<file path="src/rtl/pwm_avalon_ramp_master_if.sv">
// Avalon-MM bus between the ramp master and one PWM agent s0 port.
interface pwm_avalon_ramp_master_if;
    logic [1:0]  avm_m0_address;
    logic        avm_m0_read;
    logic        avm_m0_write;
    logic [31:0] avm_m0_writedata;
    logic [3:0]  avm_m0_byteenable;
    logic [31:0] avm_m0_readdata;
    logic        avm_m0_waitrequest;

    modport master (
        output avm_m0_address, avm_m0_read, avm_m0_write, avm_m0_writedata, avm_m0_byteenable,
        input  avm_m0_readdata, avm_m0_waitrequest
    );

    modport slave (
        input  avm_m0_address, avm_m0_read, avm_m0_write, avm_m0_writedata, avm_m0_byteenable,
        output avm_m0_readdata, avm_m0_waitrequest
    );
endinterface

</file>
<file path="src/rtl/pwm_avalon_ramp_master.sv">
// Avalon-MM master: programs a PWM agent, then ramps pulse_width between 0 and PERIOD.
// Commands appear the cycle after state entry and hold under waitrequest, bounded by TIMEOUT.
module pwm_avalon_ramp_master #(
    parameter logic [31:0] PERIOD      = 32'd500000,
    parameter logic [31:0] STEP        = 32'd5000,
    parameter logic [31:0] STEP_CYCLES = 32'd50000,
    parameter logic [31:0] TIMEOUT     = 32'd1024
) (
    input  logic                            csi_clk,
    input  logic                            rsi_rst_n,
    pwm_avalon_ramp_master_if.master        avm,
    input  logic                            coe_start,
    input  logic                            coe_stop,
    output logic                            coe_busy,
    output logic                            coe_error,
    output logic [31:0]                     coe_width
);

    typedef enum logic [3:0] {
        S_IDLE, S_WR_PERIOD, S_WR_WIDTH0, S_WR_ENABLE, S_RD_ENABLE,
        S_WAIT, S_WR_WIDTH, S_WR_DISABLE, S_ERROR
    } state_t;

    state_t      r_state;
    logic [1:0]  r_addr;
    logic        r_rd;
    logic        r_wr;
    logic [31:0] r_wdata;
    logic [3:0]  r_be;
    logic        r_error;
    logic [31:0] r_width_out;
    logic [31:0] r_width;
    logic        r_dir_down;
    logic        r_stop;
    logic [31:0] r_cnt;
    logic [31:0] r_to;

    logic        w_busy;
    logic [32:0] w_sum;
    logic [31:0] w_next;
    logic        w_next_down;

    assign w_busy = (r_state != S_IDLE) && (r_state != S_ERROR);
    assign w_sum  = {1'b0, r_width} + {1'b0, STEP};

    // Saturate at both ends and reverse direction there, so the ramp never wraps.
    always_comb begin
        w_next      = r_width;
        w_next_down = r_dir_down;
        if (!r_dir_down) begin
            if (w_sum >= {1'b0, PERIOD}) begin
                w_next      = PERIOD;
                w_next_down = 1'b1;
            end else begin
                w_next = w_sum[31:0];
            end
        end else begin
            if (r_width <= STEP) begin
                w_next      = '0;
                w_next_down = 1'b0;
            end else begin
                w_next = r_width - STEP;
            end
        end
    end

    always_ff @(posedge csi_clk) begin
        if (!rsi_rst_n) begin
            r_state     <= S_IDLE;
            r_addr      <= '0;
            r_rd        <= 1'b0;
            r_wr        <= 1'b0;
            r_wdata     <= '0;
            r_be        <= '0;
            r_error     <= 1'b0;
            r_width_out <= '0;
            r_width     <= '0;
            r_dir_down  <= 1'b0;
            r_stop      <= 1'b0;
            r_cnt       <= '0;
            r_to        <= '0;
        end else begin
            if (w_busy && coe_stop) begin
                r_stop <= 1'b1;
            end
            case (r_state)
                S_IDLE, S_ERROR: begin
                    if (coe_start) begin
                        r_state    <= S_WR_PERIOD;
                        r_error    <= 1'b0;
                        r_width    <= '0;
                        r_dir_down <= 1'b0;
                        r_stop     <= 1'b0;
                        r_to       <= '0;
                        r_wr       <= 1'b1;
                        r_be       <= 4'b1111;
                        r_addr     <= 2'd1;
                        r_wdata    <= PERIOD;
                    end
                end
                S_WAIT: begin
                    if (r_cnt <= 32'd1) begin
                        r_wr <= 1'b1;
                        r_be <= 4'b1111;
                        if (r_stop) begin
                            r_state <= S_WR_DISABLE;
                            r_addr  <= 2'd2;
                            r_wdata <= '0;
                        end else begin
                            r_state    <= S_WR_WIDTH;
                            r_addr     <= 2'd0;
                            r_wdata    <= w_next;
                            r_width    <= w_next;
                            r_dir_down <= w_next_down;
                        end
                    end else begin
                        r_cnt <= r_cnt - 32'd1;
                    end
                end
                default: begin
                    if (avm.avm_m0_waitrequest) begin
                        // Stall budget exhausted: drop the command and park in ERROR.
                        if (r_to >= TIMEOUT - 32'd1) begin
                            r_state <= S_ERROR;
                            r_error <= 1'b1;
                            r_rd    <= 1'b0;
                            r_wr    <= 1'b0;
                            r_be    <= '0;
                            r_addr  <= '0;
                            r_wdata <= '0;
                            r_to    <= '0;
                        end else begin
                            r_to <= r_to + 32'd1;
                        end
                    end else begin
                        r_to <= '0;
                        case (r_state)
                            S_WR_PERIOD: begin
                                r_state <= S_WR_WIDTH0;
                                r_addr  <= 2'd0;
                                r_wdata <= '0;
                            end
                            S_WR_WIDTH0: begin
                                r_state <= S_WR_ENABLE;
                                r_addr  <= 2'd2;
                                r_wdata <= 32'd1;
                            end
                            S_WR_ENABLE: begin
                                r_state <= S_RD_ENABLE;
                                r_wr    <= 1'b0;
                                r_rd    <= 1'b1;
                                r_addr  <= 2'd2;
                                r_wdata <= '0;
                            end
                            S_RD_ENABLE: begin
                                r_rd   <= 1'b0;
                                r_be   <= '0;
                                r_addr <= '0;
                                if (avm.avm_m0_readdata[0]) begin
                                    r_state <= S_WAIT;
                                    r_cnt   <= STEP_CYCLES;
                                end else begin
                                    r_state <= S_ERROR;
                                    r_error <= 1'b1;
                                end
                            end
                            S_WR_WIDTH: begin
                                r_state     <= S_WAIT;
                                r_cnt       <= STEP_CYCLES;
                                r_width_out <= r_wdata;
                                r_wr        <= 1'b0;
                                r_be        <= '0;
                                r_addr      <= '0;
                                r_wdata     <= '0;
                            end
                            default: begin
                                r_state <= S_IDLE;
                                r_rd    <= 1'b0;
                                r_wr    <= 1'b0;
                                r_be    <= '0;
                                r_addr  <= '0;
                                r_wdata <= '0;
                            end
                        endcase
                    end
                end
            endcase
        end
    end

    assign avm.avm_m0_address    = r_addr;
    assign avm.avm_m0_read       = r_rd;
    assign avm.avm_m0_write      = r_wr;
    assign avm.avm_m0_writedata  = r_wdata;
    assign avm.avm_m0_byteenable = r_be;
    assign coe_busy              = w_busy;
    assign coe_error             = r_error;
    assign coe_width             = r_width_out;

endmodule

</file>
<file path="src/flat_wrapper.sv">
// flat-port wrapper written by rule: the top's interface ports become plain ports
module pwm_avalon_ramp_master_flat 
#(
    parameter logic [31:0] PERIOD      = 32'd500000,
    parameter logic [31:0] STEP        = 32'd5000,
    parameter logic [31:0] STEP_CYCLES = 32'd50000,
    parameter logic [31:0] TIMEOUT     = 32'd1024
)
  (csi_clk, rsi_rst_n, coe_start, coe_stop, coe_busy, coe_error, coe_width, avm_avm_m0_address, avm_avm_m0_read, avm_avm_m0_write, avm_avm_m0_writedata, avm_avm_m0_byteenable, avm_avm_m0_readdata, avm_avm_m0_waitrequest);
  pwm_avalon_ramp_master_if avm_i ();
  input  logic csi_clk;
  input  logic rsi_rst_n;
  input  logic coe_start;
  input  logic coe_stop;
  output logic coe_busy;
  output logic coe_error;
  output logic [31:0] coe_width;
  output wire logic [$bits(avm_i.avm_m0_address)-1:0] avm_avm_m0_address;
  output wire logic [$bits(avm_i.avm_m0_read)-1:0] avm_avm_m0_read;
  output wire logic [$bits(avm_i.avm_m0_write)-1:0] avm_avm_m0_write;
  output wire logic [$bits(avm_i.avm_m0_writedata)-1:0] avm_avm_m0_writedata;
  output wire logic [$bits(avm_i.avm_m0_byteenable)-1:0] avm_avm_m0_byteenable;
  input wire logic [$bits(avm_i.avm_m0_readdata)-1:0] avm_avm_m0_readdata;
  input wire logic [$bits(avm_i.avm_m0_waitrequest)-1:0] avm_avm_m0_waitrequest;
  assign avm_avm_m0_address = avm_i.avm_m0_address;
  assign avm_avm_m0_read = avm_i.avm_m0_read;
  assign avm_avm_m0_write = avm_i.avm_m0_write;
  assign avm_avm_m0_writedata = avm_i.avm_m0_writedata;
  assign avm_avm_m0_byteenable = avm_i.avm_m0_byteenable;
  assign avm_i.avm_m0_readdata = avm_avm_m0_readdata;
  assign avm_i.avm_m0_waitrequest = avm_avm_m0_waitrequest;
  pwm_avalon_ramp_master #(.PERIOD(PERIOD), .STEP(STEP), .STEP_CYCLES(STEP_CYCLES), .TIMEOUT(TIMEOUT)) u_core (.csi_clk(csi_clk), .rsi_rst_n(rsi_rst_n), .avm(avm_i), .coe_start(coe_start), .coe_stop(coe_stop), .coe_busy(coe_busy), .coe_error(coe_error), .coe_width(coe_width));
endmodule
</file>
<file path="config.mk">
export PLATFORM = sky130hd
export DESIGN_NAME = pwm_avalon_ramp_master_flat
export DESIGN_NICKNAME = d
export VERILOG_FILES = /design/src/rtl/pwm_avalon_ramp_master_if.sv /design/src/rtl/pwm_avalon_ramp_master.sv /design/src/flat_wrapper.sv
export SDC_FILE = /design/constraint.sdc
export NUM_CORES = 1
export LEC_CHECK = 0
export BUFFER_PORTS_ARGS = -buffer_cell sky130_fd_sc_hd__buf_2
export CAP_MARGIN = 20
export CELL_PAD_IN_SITES_DETAIL_PLACEMENT = 0
export CELL_PAD_IN_SITES_GLOBAL_PLACEMENT = 1
export CORE_MARGIN = 2
export CORE_UTILIZATION = 35
export DETAILED_ROUTE_END_ITERATION = 6
export GPL_TIMING_DRIVEN = 0
export PLACE_DENSITY = 0.76
export SLEW_MARGIN = 25
export SYNTH_ARGS = -nofsm -noshare
export SYNTH_HDL_FRONTEND = slang
export SYNTH_SLANG_ARGS = --single-unit
</file>
<file path="constraint.sdc">
create_clock -name csi_clk -period 4 [get_ports csi_clk]
set_input_delay 0.6 -clock csi_clk [delete_from_list [all_inputs] [get_ports csi_clk]]
set_output_delay 0.6 -clock csi_clk [all_outputs]
set_load 0.005 [all_outputs]
</file>
# After elaboration in Yosys (flattened, before gate mapping)
# Cells that the tools add are included.
[word_totals] ff_bits=175 inputBits=37 output_inout_bits=74 elab_cells=136
[op_classes] addsub=4 n_lt_le_gt_ge=4 n_eq_ne=22 mux=66 bitwise_logic=4 n_reduce_logical=23
[ops] cell="$mux W32" count=16
[ops] cell="$pmux W32 S2" count=6
[ops] cell="$mux W4" count=10
[ops] cell="$add A32 B13 Y33 const B" count=1
[ops] cell="$ge A33 B19 Y1 const B" count=1
[ops] cell="$add A32 B1 Y32 const B" count=1
[ops] cell="$ge A32 B10 Y1 const B" count=1
[ops] cell="$le A32 B1 Y1 const B" count=1
[ops] cell="$le A32 B13 Y1 const B" count=1
[ops] cell="$sub A32 B1 Y32 const B" count=1
[ops] cell="$sub A32 B13 Y32 const B" count=1
[ops] cell="$mux W1" count=20
[ops] cell="$pmux W4 S5" count=1
[ops] cell="$pmux W4 S2" count=2
[ops] cell="$reduce_and A4 Y1" count=4
[ops] cell="$eq A4 B3 Y1 const B" count=3
[ops] cell="$mux W2" count=6
[ops] cell="$ne A4 B1 Y1 const B" count=3
[ops] cell="$reduce_or A3 Y1" count=4
[ops] cell="$reduce_and A5 Y1" count=2
[ops] cell="$reduce_and A3 Y1" count=3
[ops] cell="$eq A4 B2 Y1 const B" count=2
[ops] cell="$ne A2 B1 Y1 const B" count=4
[ops] cell="$ne A4 B4 Y1 const B" count=2
[ops] cell="other kinds (15)" count=27

# Depth between registers and ports, before layout
[logic_depth] depth_word=7 mapped_depth=12 depth_no_buf=10

# Worst setup path after synthesis
# Ideal clock, no wire load.
[synth_timing] path_kind="register to register" startpoint="register u_core.r_width[3]" endpoint="register u_core.r_width[9]" setup_time_ps=79 arrival_ps=2927 required_time_ps=3921 slack_ps=993 path_stages_with_launch=11 n_path_buf=1 period_less_slack_ps=3007 cell_sequence="dfxtp_1 > ha_1 > nand3_1 > a211oi_2 > and4_1 > a21oi_1 > or4b_4 > or3_1 > buf_2 > o41a_1 > a22oi_1"
[synth_between] elab_chain_len=7 word_cells_on_any_way=10 cone_classes="add/sub: 2; order compare: 2; mux: 6"
[synth_lines] item="start: declaration" line="pwm_avalon_ramp_master.sv:32" rtl="logic [31:0] r_width;"
[synth_lines] item="start signal: assignment" line="pwm_avalon_ramp_master.sv:113" rtl="r_width <= w_next;"
[synth_lines] item="$add A32 B13 Y33" line="pwm_avalon_ramp_master.sv:44" rtl="assign w_sum = {1'b0, r_width} + {1'b0, STEP};"
[synth_lines] item="$ge A33 B19 Y1" line="pwm_avalon_ramp_master.sv:51" rtl="if (w_sum >= {1'b0, PERIOD}) begin"
[synth_lines] item="$mux W32" line="pwm_avalon_ramp_master.sv:51"
[synth_lines] item="$mux W32 *" line="pwm_avalon_ramp_master.sv:50" rtl="if (!r_dir_down) begin"
[synth_lines] item="$mux W32 *" line="pwm_avalon_ramp_master.sv:105" rtl="if (r_stop) begin"
[synth_lines] item="$mux W32 *" line="pwm_avalon_ramp_master.sv:102" rtl="if (r_cnt <= 32'd1) begin"
[synth_lines] item="$pmux W32 S2 *" line="pwm_avalon_ramp_master.sv:86" rtl="case (r_state)"
# Mark *: on every way between the ends. The rest lies on a longest branch, timed or not. The select of a mux whose other input is x is not followed.
# A chain may end at the register's enable or synchronous reset.

# Worst setup path after layout
[layout_timing] startpoint="register u_core.r_cnt[8]" endpoint="register u_core.r_width[13]"
[layout_between] elab_chain_len=3
[layout_lines] item="start: declaration" line="pwm_avalon_ramp_master.sv:35" rtl="logic [31:0] r_cnt;"
[layout_lines] item="start signal: assignment" line="pwm_avalon_ramp_master.sv:117" rtl="r_cnt <= r_cnt - 32'd1;"
[layout_lines] item="$le A32 B1 Y1" line="pwm_avalon_ramp_master.sv:102"
[layout_lines] item="$ne A2 B1 Y1 (no source line)"
[layout_lines] item="$reduce_and A4 Y1 (no source line)"
# Every way passes these cells.

==> flow_summary.toml <==
[layout]
finalNetCount = 1232
fin_cells = 1526
antennaDiodeCount = 0
nFillCells = 2528
multi_input_area_sq_um = 4760
seq_area_sq_um = 3440
mostFrequentLayoutCell = "dfxtp_1"
most-common-layout-cells = "dfxtp_1 (172), nand2_1 (147), nor2_1 (129), a21oi_1 (106), buf_2 (85)"
layout-drive-gt1-share_pct = 12.6
layout-area-overhead-vs-synth_pct = 16.4

[floorplanning]
row_count = 57
initial_core_util_pct = 35.5
dieWidth_um = 161
die_area_sq_um = 25900
core_sq_um = 24200
die_h_um = 161
io_pins = 111

[detailed_routing]
drt_iter0_drc = 579
wl_per_cell_um = 16.9
route.met3.wl_um = 1050
totalWireLength_um = 25800
routed-wl-met2_um = 12200
firstDrtPassIters = 5
vias_per_cell = 5.32
topRoutingLayerUsed = "met4"
ant_nets = 0
wl_met1_um = 12100
drc = 0
vias = 8112

[cts]
cts_sinks = 172
htreeDepth = 4
clockBufferDepth = 2
cts_made_buffers = 17
tritoncts = "yes"
cts-root-buf = "clkbuf_16"
clock_latency_ns = 0.45
postCtsSetupRepairBufs = 0
cts.hold.buffers_added = 0
cts_resized = 0
path_clk_slew_ns = 0.07

[global_route]
grt_pass1_vias = 7459
grt_max_degree = 19
grt_pass1_wl_um = 41100
overflow = 0
grt_usage_pct = 19.9
antenna_found_initial = 0

[synthesis]
synth.ff_latch_count = 172
synth_top_area_share_pct = 40.0
seq_area_frac_synth_pct = 40.0
synth_warnings = 0
syn_nets = 1134
syn-instance-count = 1091
yosysUniqueCellTypes = 85
synthFlopType = "dfxtp_1"
synthArstFlopShare_pct = 0
yosys.area.top_type = "dfxtp_1"
syn_area_per_cell_sq_um = 7.89
synth_area_sq_um = 8610
synthTopCellsByArea = "dfxtp_1 (40%), nand2_1 (6.4%), a21oi_1 (6.2%)"
synth_edf_count = 0

[placement]
place_congestion = 0.866
dp_cells = 1494
io_buffers = 78
dp_hpwl_um = 19100

[power]
power.share.switching_pct = 30.1
p_int_mw = 2.83
power.switching_mw = 1.22
p_leak_nw = 3.85
p_comb_share_pct = 13.0
power_frac_clock_pct = 42.5
seqPwrFrac_pct = 44.4
p_per_area_nw_per_um2 = 404
power_mw = 4.04
max-vdd-ir-drop_v = 0.000260

[worst_setup_path]
r2r_slack_ns = 0.25
crit_path_max_fanout = 10
worst-setup-path-type = "register to register"
worstPathRequired_ns = 4.35
end_kind = "register"
arrival_ns = 4.10
start_kind = "register"

[sta]
fin_tns_setup_ns = 0
finalHoldViolations = 0
max_freq_mhz = 266
rsz0062_at_grt = "no"
finalMaxSlewViolations = 0
period_minus_slack_ns = 3.75
max-slew-margin-rel_pct = 35.4
finalCritPeriodShare_pct = 93.8
finalSetupViolations = 0
tightest_slew_ns = 0.961
fin_skew_ns = 0.0137

[min_path]
worstHoldPathType = "register to register"

[outcome]
outcome = "finished clean"

[run]
drv_cap = 0
final cells by class:
| type | instances | area share (%) |
|---|---|---|
| multi-input cells | 823 | 47.5 |
| flip-flops and latches | 172 | 34.4 |
| clock buffers | 18 | 4.38 |
| well taps | 324 | 4.05 |
| repair buffers | 79 | 3.93 |
| plain buffers | 77 | 3.42 |
| clock inverters | 14 | 1.66 |
| inverters | 19 | 0.712 |
stage by stage:
stage               utilization (%)  setup WS (ns)  area (sq um)  hold slack [ns]
floorplan                         -          0.993          8610            0.418
global placement               38.8          0.256          9400            0.435
detailed placement             38.8          0.341          9410            0.435
CTS                            41.3          0.302         10000            0.443
global route                   41.3         0.0511         10000            0.456
finish                         41.3          0.247         10000            0.449
sequential cells by signal, summed over array words and instances, names as in the netlist, 2 cells and up:
signal and cells:
u_core.coe_width 32, u_core.r_cnt 32, u_core.r_width 32, u_core.avm.avm_m0_address 2, u_core.avm.avm_m0_writedata 32, u_core.r_state 4, u_core.r_to 32
synthesized netlist by cell type, types with 7 or more instances:
library cell	instances
buf_2	7
dfxtp_1	172
inv_1	18
buf_4	8
nand3_1	34
o211ai_1	7
a31oi_1	11
and2_1	8
and3_1	21
xor2_1	40
nand4_1	19
or3_1	11
nor2_1	129
a21oi_1	106
clkbuf_1	58
nor3_1	41
nand2b_1	7
or4_1	11
nor4_1	19
o21ai_0	48
a22oi_1	9
xnor2_1	32
nand2_1	147
per-layer routing:
layer | global-route usage, % | up-vias
met1 | 27.0 | 3837
met5 | 0 | -
met2 | 32.9 | 176
li1 | - | 4065
met3 | 3.28 | 34
met4 | 5.48 | 0
critical path, stage by stage (launching register included):
cell and delay, ns:
dfxtp_1 0.35, or4_1 0.54, clkbuf_1 0.19, nor3_2 0.31, nand4_1 0.31, o21a_1 0.35
nor3_1 0.54, clkbuf_1 0.46, nand3_1 0.26, o31ai_1 0.34
power groups by stage:
stage,logic [mW],clock network [mW],registers [mW]
2_1_floorplan,0.345,0,1.82
4_1_cts,0.523,1.76,1.80
5_1_grt,0.583,1.82,1.80
3_3_place_gp,0.516,0,1.84
3_5_place_dp,0.521,0,1.84
6_report,0.527,1.72,1.80
path summary, 6_finish.rpt:
check                                                     from  depth (start not counted)                              end
worst min-delay path            u_core.r_width[0]$_SDFFE_PN0P_                          2   u_core.r_width[0]$_SDFFE_PN0P_
worst max-delay path              u_core.r_cnt[8]$_SDFFE_PN0P_                          9  u_core.r_width[13]$_SDFFE_PN0P_
worst max register to register    u_core.r_cnt[8]$_SDFFE_PN0P_                          9  u_core.r_width[13]$_SDFFE_PN0P_
worst min register to register  u_core.r_width[0]$_SDFFE_PN0P_                          2   u_core.r_width[0]$_SDFFE_PN0P_
logic make-up (layout without fill, tap and decap cells):
family | after synthesis | in the layout | synth area share (%)
flops | 172 | 172 | 40.0
buf+inv | 96 | 207 | 4.81
compound gates | 252 | 252 | 18.5
xor+xnor | 72 | 72 | 7.33
mux | 3 | 3 | 0.349
simple gates | 490 | 490 | 28.2
fa+ha+maj | 6 | 6 | 0.872
Power figures use the tool's default switching activity.
